`src/rtl/arm_control_unit.sv`:
```
// arm_control_unit: single-cycle ARM control unit with condition gating and NZCV register.
//   Optional macro CTRL_PERF_CNT_EN enables InstrCnt/SkipCnt performance counters.
//   clk        in  clock; flags/counters update on rising edge
//   reset      in  asynchronous active-low reset
//   Instr      in  [31:0] current instruction
//   ALUFlags   in  [3:0] {N,Z,C,V} from the ALU, same cycle
//   RegSrc     out [1:0] [0]=RA1 is R15, [1]=RA2 is Instr[15:12]
//   RegWrite   out condition-gated register write enable
//   ImmSrc     out [1:0] immediate format
//   ALUSrc     out SrcB from ExtImm
//   ALUControl out [1:0] ADD/SUB/AND/ORR
//   MemtoReg   out result from ReadData
//   MemWrite   out condition-gated memory write enable
//   PCSrc      out condition-gated PC load
//   Flags      out [3:0] architectural NZCV
//   InstrCnt   out [CNT_W-1:0] executed-slot count
//   SkipCnt    out [CNT_W-1:0] condition-failed count
module arm_control_unit #(
  parameter int         CNT_W     = 32,
  parameter logic [3:0] FLAGS_RST = 4'b0000
) (
  input  logic             clk,
  input  logic             reset,
  input  logic [31:0]      Instr,
  input  logic [3:0]       ALUFlags,
  output logic [1:0]       RegSrc,
  output logic             RegWrite,
  output logic [1:0]       ImmSrc,
  output logic             ALUSrc,
  output logic [1:0]       ALUControl,
  output logic             MemtoReg,
  output logic             MemWrite,
  output logic             PCSrc,
  output logic [3:0]       Flags,
  output logic [CNT_W-1:0] InstrCnt,
  output logic [CNT_W-1:0] SkipCnt
);
  logic [3:0] cond, cmd, rd, flags_q, flags_d;
  logic [1:0] op, flag_w;
  logic [5:0] funct;
  logic       reg_w, mem_w, branch, no_write, cond_ex, pcs, n, z, c, v;
  logic       unused_bits;
  assign cond  = Instr[31:28];
  assign op    = Instr[27:26];
  assign funct = Instr[25:20];
  assign rd    = Instr[15:12];
  assign cmd   = funct[4:1];
  assign unused_bits = ^{Instr[19:16], Instr[11:0]};
  // Main decode; a case with a zero default keeps an unknown Op from writing memory.
  always_comb begin
    reg_w    = 1'b0;
    mem_w    = 1'b0;
    branch   = 1'b0;
    RegSrc   = 2'b00;
    ImmSrc   = 2'b00;
    ALUSrc   = 1'b0;
    MemtoReg = 1'b0;
    case (op)
      2'b00: begin
        reg_w  = 1'b1;
        ALUSrc = funct[5];
      end
      2'b01: begin
        ImmSrc   = 2'b01;
        ALUSrc   = 1'b1;
        MemtoReg = funct[0];
        reg_w    = funct[0];
        mem_w    = ~funct[0];
        RegSrc   = funct[0] ? 2'b00 : 2'b10;
      end
      2'b10: begin
        RegSrc = 2'b01;
        ImmSrc = 2'b10;
        ALUSrc = 1'b1;
        branch = 1'b1;
      end
      default: ;
    endcase
    ALUControl = 2'b00;
    no_write   = 1'b0;
    flag_w     = 2'b00;
    if (op == 2'b00) begin
      case (cmd)
        4'b0100: ALUControl = 2'b00;
        4'b0010: ALUControl = 2'b01;
        4'b0000: ALUControl = 2'b10;
        4'b1100: ALUControl = 2'b11;
        4'b1010: begin
          ALUControl = 2'b01;
          no_write   = 1'b1;
        end
        default: reg_w = 1'b0;
      endcase
      flag_w = (cmd == 4'b1010) ? 2'b11 :
               {funct[0], funct[0] & (cmd == 4'b0100 || cmd == 4'b0010)};
    end
  end
  assign {n, z, c, v} = flags_q;
  always_comb begin
    cond_ex = 1'b0;
    case (cond)
      4'b0000: cond_ex = z;
      4'b0001: cond_ex = ~z;
      4'b0010: cond_ex = c;
      4'b0011: cond_ex = ~c;
      4'b0100: cond_ex = n;
      4'b0101: cond_ex = ~n;
      4'b0110: cond_ex = v;
      4'b0111: cond_ex = ~v;
      4'b1000: cond_ex = c & ~z;
      4'b1001: cond_ex = ~c | z;
      4'b1010: cond_ex = n == v;
      4'b1011: cond_ex = n != v;
      4'b1100: cond_ex = ~z & (n == v);
      4'b1101: cond_ex = z | (n != v);
      4'b1110: cond_ex = 1'b1;
      default: cond_ex = 1'b0;
    endcase
  end
  assign pcs      = ((rd == 4'hF) & reg_w) | branch;
  assign RegWrite = reg_w & ~no_write & cond_ex;
  assign MemWrite = mem_w & cond_ex;
  assign PCSrc    = pcs & cond_ex;
  assign flags_d  = {(flag_w[1] & cond_ex) ? ALUFlags[3:2] : flags_q[3:2],
                     (flag_w[0] & cond_ex) ? ALUFlags[1:0] : flags_q[1:0]};
  always_ff @(posedge clk or negedge reset)
    if (!reset) flags_q <= FLAGS_RST;
    else flags_q <= flags_d;
  assign Flags = flags_q;
`ifdef CTRL_PERF_CNT_EN
  logic [CNT_W-1:0] instr_cnt_q, skip_cnt_q;
  always_ff @(posedge clk or negedge reset)
    if (!reset) begin
      instr_cnt_q <= '0;
      skip_cnt_q  <= '0;
    end else begin
      instr_cnt_q <= instr_cnt_q + 1'b1;
      skip_cnt_q  <= skip_cnt_q + CNT_W'(!cond_ex);
    end
  assign InstrCnt = instr_cnt_q;
  assign SkipCnt  = skip_cnt_q;
`else
  assign InstrCnt = '0;
  assign SkipCnt  = '0;
`endif
endmodule
```
`config.mk`:
```
export PLATFORM = sky130hd
export DESIGN_NAME = arm_control_unit
export DESIGN_NICKNAME = d
export VERILOG_FILES = /design/src/rtl/arm_control_unit.sv
export SDC_FILE = /design/constraint.sdc
export NUM_CORES = 1
export LEC_CHECK = 0
export CAP_MARGIN = 20
export CORE_ASPECT_RATIO = 0.5
export CORE_MARGIN = 4
export CORE_UTILIZATION = 31
export CTS_CLUSTER_SIZE = 14
export DETAILED_ROUTE_END_ITERATION = 12
export PLACE_DENSITY = 0.86
export SLEW_MARGIN = 20
export SYNTH_ARGS = -nofsm -noshare
export SYNTH_HDL_FRONTEND = slang
export SYNTH_SLANG_ARGS = --single-unit
```
`constraint.sdc`:
```
create_clock -name clk -period 8.8 [get_ports clk]
set_input_delay 2.64 -clock clk [delete_from_list [all_inputs] [get_ports clk]]
set_output_delay 2.64 -clock clk [all_outputs]
set_load 0.005 [all_outputs]
```
==> run_results.csv, run 1 <==
group,metric,value,unit
power_and_ir_drop,p_leak,0.607,nW
global_routing,grt_overflow_total,0,
placement,io_buffers,36,
timing,timing.fmax,133,MHz
logic_synthesis,synth_top_area_share,45.1,%
timing,setup_viol,0,
clock_tree,clock_path_buffers,2,
global_routing,grt_pass1_wl,3.30,mm
job,cap_viol_max_count,0,
logic_synthesis,synth_cell_type_count,36,
clock_tree,ctsHoldBuffers,0,
worst_setup_path,r2r_slack,6.84,ns
logic_synthesis,synth_seq_cells,4,
layout,fin_nets,220,
timing,hold_viol,0,
worst_setup_path,endpoint_kind,"primary output",
route,vias_per_cell,3.80,
timing,rsz0062_at_grt,"false",
logic_synthesis,yosysTopAreaCell,"buf_4",
timing,final.setup_skew,0.00734,ns
logic_synthesis,yosysMostFrequentCell,"buf_4",
logic_synthesis,yosysWarnings,0,
worst_setup_path,critical_path_class,"in -> out",
route,drt_first_iter_violations,32,
layout,synthToLayoutAreaGrowth,18.0,%
timing,worst_hold_slack,0.583,ns
logic_synthesis,netlist_area,1100,um^2
global_routing,grtUsageTotal,8.89,%
worst_setup_path,timing.rr.end,"Flags[1]",
clock_tree,htree_levels,1,
logic_synthesis,syn_avg_cell_area,7.86,um^2
clock_tree,cts_tree,"built",
worst_setup_path,arrival,4.91,ns
hold_path,hp-start,"Flags[0]",
die,rows,14,
status,outcome,"finished, final reports clean",
clock_tree,cts_setup_buffers,0,
hold_path,hold_path_class,"reg -> reg",
route,drc,0,
power_and_ir_drop,p_per_area,126,nW/um^2
route,vias,847,
worst_setup_path,cp-start-kind,"input port",
worst_setup_path,cp.required,6.16,ns
clock_tree,clk_latency,0.23,ns
global_routing,antenna_found_initial,0,
logic_synthesis,synth_commonest_cells,"buf_4, nand2b_1, a21oi_1, ha_1",
clock_tree,ctsResizeCount,0,
die,core-area,3190,um^2
die,boundaryPins,117,
die,die_w,92.2,um
logic_synthesis,synthTopCellsByArea,"buf_4, dfrtp_1, ha_1",
logic_synthesis,syn_inst,140,
global_routing,grt_max_degree,12,
timing,min_period,7.55,ns
route,wire_per_inst,10.5,um
worst_setup_path,cp-startpoint,"Instr[28]",
timing,final.setup.worst_slack,1.25,ns
logic_synthesis,synth_flop_cell,"dfrtp_1",
hold_path,hold_path_end,"Flags[0]",
clock_tree,root_buffer,"clkbuf_8",
layout,largest_register_ffs,4,
layout,instances_no_fill,223,
logic_synthesis,ys_async_sr_fraction,100,%
clock_tree,cts_made_buffers,3,
layout,layout-drive-gt1-share,6.29,%
timing,slew_violations,0,
die,dieArea,4620,um^2
timing,fin_setup_tns,0,ns
logic_synthesis,synth.yosys.seq_area_share,9.10,%
global_routing,first_global_vias,695,
route,wl,2.34,mm
power_and_ir_drop,peakVddDrop,0.127,mV
route,final_antenna_net_count,0,
hold_path,hold_depth,1,
worst_setup_path,critPathMaxFanout,11,
placement,dp_cells,220,
route,drtPass1Iterations,4,
clock_tree,clk_pin_slew,0.03,ns
timing,post-route-period-util,85.8,%
die,initial_core_util,34.5,%
placement,dpl.hpwl,2.03,mm
placement,gp_congestion,0.749,
die,die_y,50.1,um
worst_setup_path,r2r_start,"Flags[3]",
logic_synthesis,synth_edf_count,0,
clock_tree,cts_num_sinks,4,
power_and_ir_drop,finalPower,0.163,mW
layout,diodes,0,
placement,post-place-ws,1.24,ns
worst_setup_path,r2r_cells,5,
[kinds of logic after synthesis]
family | after synthesis | share of synthesized area (%)
buf+inv | 71 | 46.9
simple gates | 32 | 17.1
compound gates | 19 | 13.5
fa+ha+maj | 5 | 5.69
mux | 5 | 5.01
flops | 4 | 9.10
xor+xnor | 3 | 2.39
other cells | 1 | 0.341
[per-stage QoR]
step	instance area [um^2]	util, %
2_1_floorplan	1340	-
3_3_place_gp	1260	39.4
3_5_place_dp	1260	39.4
4_1_cts	1300	40.7
5_1_grt	1300	40.7
6_report	1300	40.7
[worst max-delay path, cell delays in order]
cell             delay [ns]
clkdlybuf4s50_1        0.59
nand2b_1               0.26
o32ai_2                0.27
o311ai_2               0.17
and3_2                 0.26
o21ba_2                0.22
clkdlybuf4s50_1        0.49
[area by class of cell]
| cell class | count | area, um^2 |
|---|---|---|
| tap | 48 | 60.1 |
| timing repair buffer | 36 | 360 |
| sequential | 4 | 100 |
| clock buffer | 3 | 41.3 |
| multi-input combinational | 128 | 721 |
| fill | 320 | 1890 |
| inverter | 4 | 15.0 |
[worst max-delay path by stage]
stage             to  slack, ns  cells after the start
6_report       PCSrc       1.25                      7
5_1_grt        PCSrc       1.12                      7
4_1_cts        PCSrc       1.24                      7
3_5_place_dp   PCSrc       1.24                      7
3_3_place_gp   PCSrc       1.32                      7
2_1_floorplan  PCSrc       2.34                      6
[routing by layer]
metal	wire [um]	track usage, %	part of all wire [%]
met1	780	8.15	33
met2	1270	18.1	54
met3	230	2.74	9.8
met4	52	4.19	2.2
met5	0	0	0
[power breakdown]
| part | internal, mW | switching (mW) | total (mW) |
|---|---|---|---|
| sequential | 0.0258 | 0.0138 | 0.0396 |
| combinational | 0.0477 | 0.0359 | 0.0836 |
| clock | 0.0293 | 0.0109 | 0.0401 |
| total | 0.103 | 0.0605 | 0.163 |
[cell usage in the layout (no fill, tap or decap), drive strengths merged, types with 2 or more instances in the layout]
cell type      netlist  layout
a21oi                6       6
and2                 2       2
and3                 2       2
clkbuf               1       3
clkdlybuf4s50        0      36
conb                 1      64
dfrtp                4       4
ha                   5       5
inv                  4       4
mux2                 4       4
nand2                4       4
nand2b               8       8
nand3                2       2
nand3b               3       3
nor2                 4       4
nor2b                2       2
nor3b                3       3
o21ai                3       3
xor2                 2       2
No activity file was read; power rests on OpenSTA's default activity.
==> run 2: changes to the inputs <==
CORE_ASPECT_RATIO = not set   (was 0.5)
CORE_UTILIZATION = 45   (was 31)
DONT_BUFFER_PORTS = 1   (was not set)
PLACE_DENSITY = not set   (was 0.86)
PLACE_DENSITY_LB_ADDON = 0.08   (was not set)
SLEW_MARGIN = not set   (was 20)
==> run_results.csv, run 2 (synthesized netlist as in run 1, its figures left out) <==
group,metric,value,unit
status,outcome,"finished, final reports clean",
timing,slew_violations,0,
route,vias_per_cell,4.31,
power_and_ir_drop,p_per_area,125,nW/um^2
global_routing,grtUsageTotal,10.1,%
placement,post-place-ws,2.42,ns
clock_tree,cts_setup_buffers,0,
route,drt_first_iter_violations,5,
clock_tree,root_buffer,"clkbuf_4",
worst_setup_path,critPathMaxFanout,11,
die,boundaryPins,117,
clock_tree,htree_levels,1,
clock_tree,clk_latency,0.23,ns
worst_setup_path,cpLargestDelayFamily,"compound AO/OA/AOI/OAI gates",
timing,hold_viol,0,
die,die_w,57.4,um
clock_tree,clock_path_buffers,2,
placement,dpl.hpwl,1.66,mm
route,wl,1.85,mm
hold_path,hold_path_class,"reg -> reg",
clock_tree,cts_num_sinks,4,
route,wire_per_inst,11.1,um
timing,min_period,6.37,ns
layout,diodes,0,
power_and_ir_drop,p_leak,0.463,nW
job,cap_viol_max_count,0,
timing,final.setup.worst_slack,2.43,ns
clock_tree,clk_pin_slew,0.04,ns
worst_setup_path,cp-start-kind,"input port",
die,core-area,2280,um^2
global_routing,grt_max_degree,12,
die,die_y,57.4,um
route,drc,0,
global_routing,grt_pass1_wl,2.70,mm
layout,final_common_cell,"conb_1",
worst_setup_path,path_cells,"xor2_1, o21a_1, a22oi_1, and3_2, o21ba_2",
clock_tree,ctsHoldBuffers,0,
global_routing,antenna_found_initial,0,
layout,synthToLayoutAreaGrowth,-18.8,%
global_routing,first_global_vias,601,
clock_tree,cts_tree,"built",
timing,post-route-period-util,72.4,%
timing,rsz0062_at_grt,"false",
layout,fin_nets,184,
timing,final.setup_skew,0.00184,ns
global_routing,grt_overflow_total,0,
worst_setup_path,cp.required,6.16,ns
worst_setup_path,timing.critical_path.buf_inv,0,
worst_setup_path,endpoint_kind,"primary output",
die,rows,17,
placement,gp_congestion,0.731,
layout,nFillCells,251,
timing,fin_setup_tns,0,ns
die,initial_core_util,48.3,%
worst_setup_path,crit_slowest_cell,"a22oi_1",
power_and_ir_drop,peakVddDrop,0.105,mV
route,final_antenna_net_count,0,
layout,largest_register_ffs,4,
worst_setup_path,arrival,3.73,ns
die,dieArea,3300,um^2
placement,io_buffers,0,
timing,setup_viol,0,
clock_tree,cts_made_buffers,3,
route,drtPass1Iterations,4,
layout,final_cell_mix,"conb_1, nand2b_1, a21oi_1",
route,vias,719,
clock_tree,ctsResizeCount,0,
worst_setup_path,max_stage_delay,0.31,ns
worst_setup_path,critical_path_class,"in -> out",
timing,timing.fmax,157,MHz
layout,layout-drive-gt1-share,7.91,%
run 2: layout make-up:
cell class | count | area (um^2) | share of cell area, %
Multi-Input combinational cell | 128 | 721 | 80.7
Sequential cell | 4 | 100 | 11.2
Tap cell | 28 | 35.0 | 3.92
Clock buffer | 3 | 22.5 | 2.52
Inverter | 4 | 15.0 | 1.68
run 2: layer usage:
metal,part of all wire [%],vias to the layer above,global-route usage [%]
li1,-,336,-
met1,32,320,11.2
met2,52,59,17.3
met3,15,4,2.94
met4,1.6,0,4.97
met5,0,-,0
run 2: worst reg2reg max path: cells and delay by family, from the launching register on:
family           cells  cell delay (ns)
flip-flops           1             0.46
XOR/XNOR             1             0.25
AND/OR/NAND/NOR      1             0.20
AO/OA/AOI/OAI        2             0.49
multiplexers         1             0.35
run 2: path summary, 6_finish.rpt:
path	startpoint	to	slack [ns]	depth (start not counted)
max	Instr[28]	PCSrc	2.43	5
min	Flags[0]	Flags[0]	0.62	1
max reg2reg	Flags[3]	Flags[1]	6.93	5
min reg2reg	Flags[0]	Flags[0]	0.62	1
max in group asynchronous	reset	Flags[2]	6.63	0
min in group asynchronous	reset	Flags[1]	2.10	0
run 2: metrics by stage:
step	hold slack (ns)	total power [mW]	cell area, um^2	utilization [%]	std cells
after floorplan	0.557	0.102	1340	-	203
after global placement	0.605	0.0885	871	38.3	164
after detailed placement	0.622	0.0895	871	38.3	164
after CTS	0.631	0.113	893	39.3	167
after global routing	0.650	0.125	893	39.3	167
final	0.619	0.112	893	39.3	167
run 2: power by group:
group | switching [mW] | internal, mW | total, mW
Sequential | 0.0156 | 0.0258 | 0.0414
Combinational | 0.0249 | 0.0232 | 0.0481
Clock | 0.00734 | 0.0152 | 0.0226
Total | 0.0479 | 0.0642 | 0.112
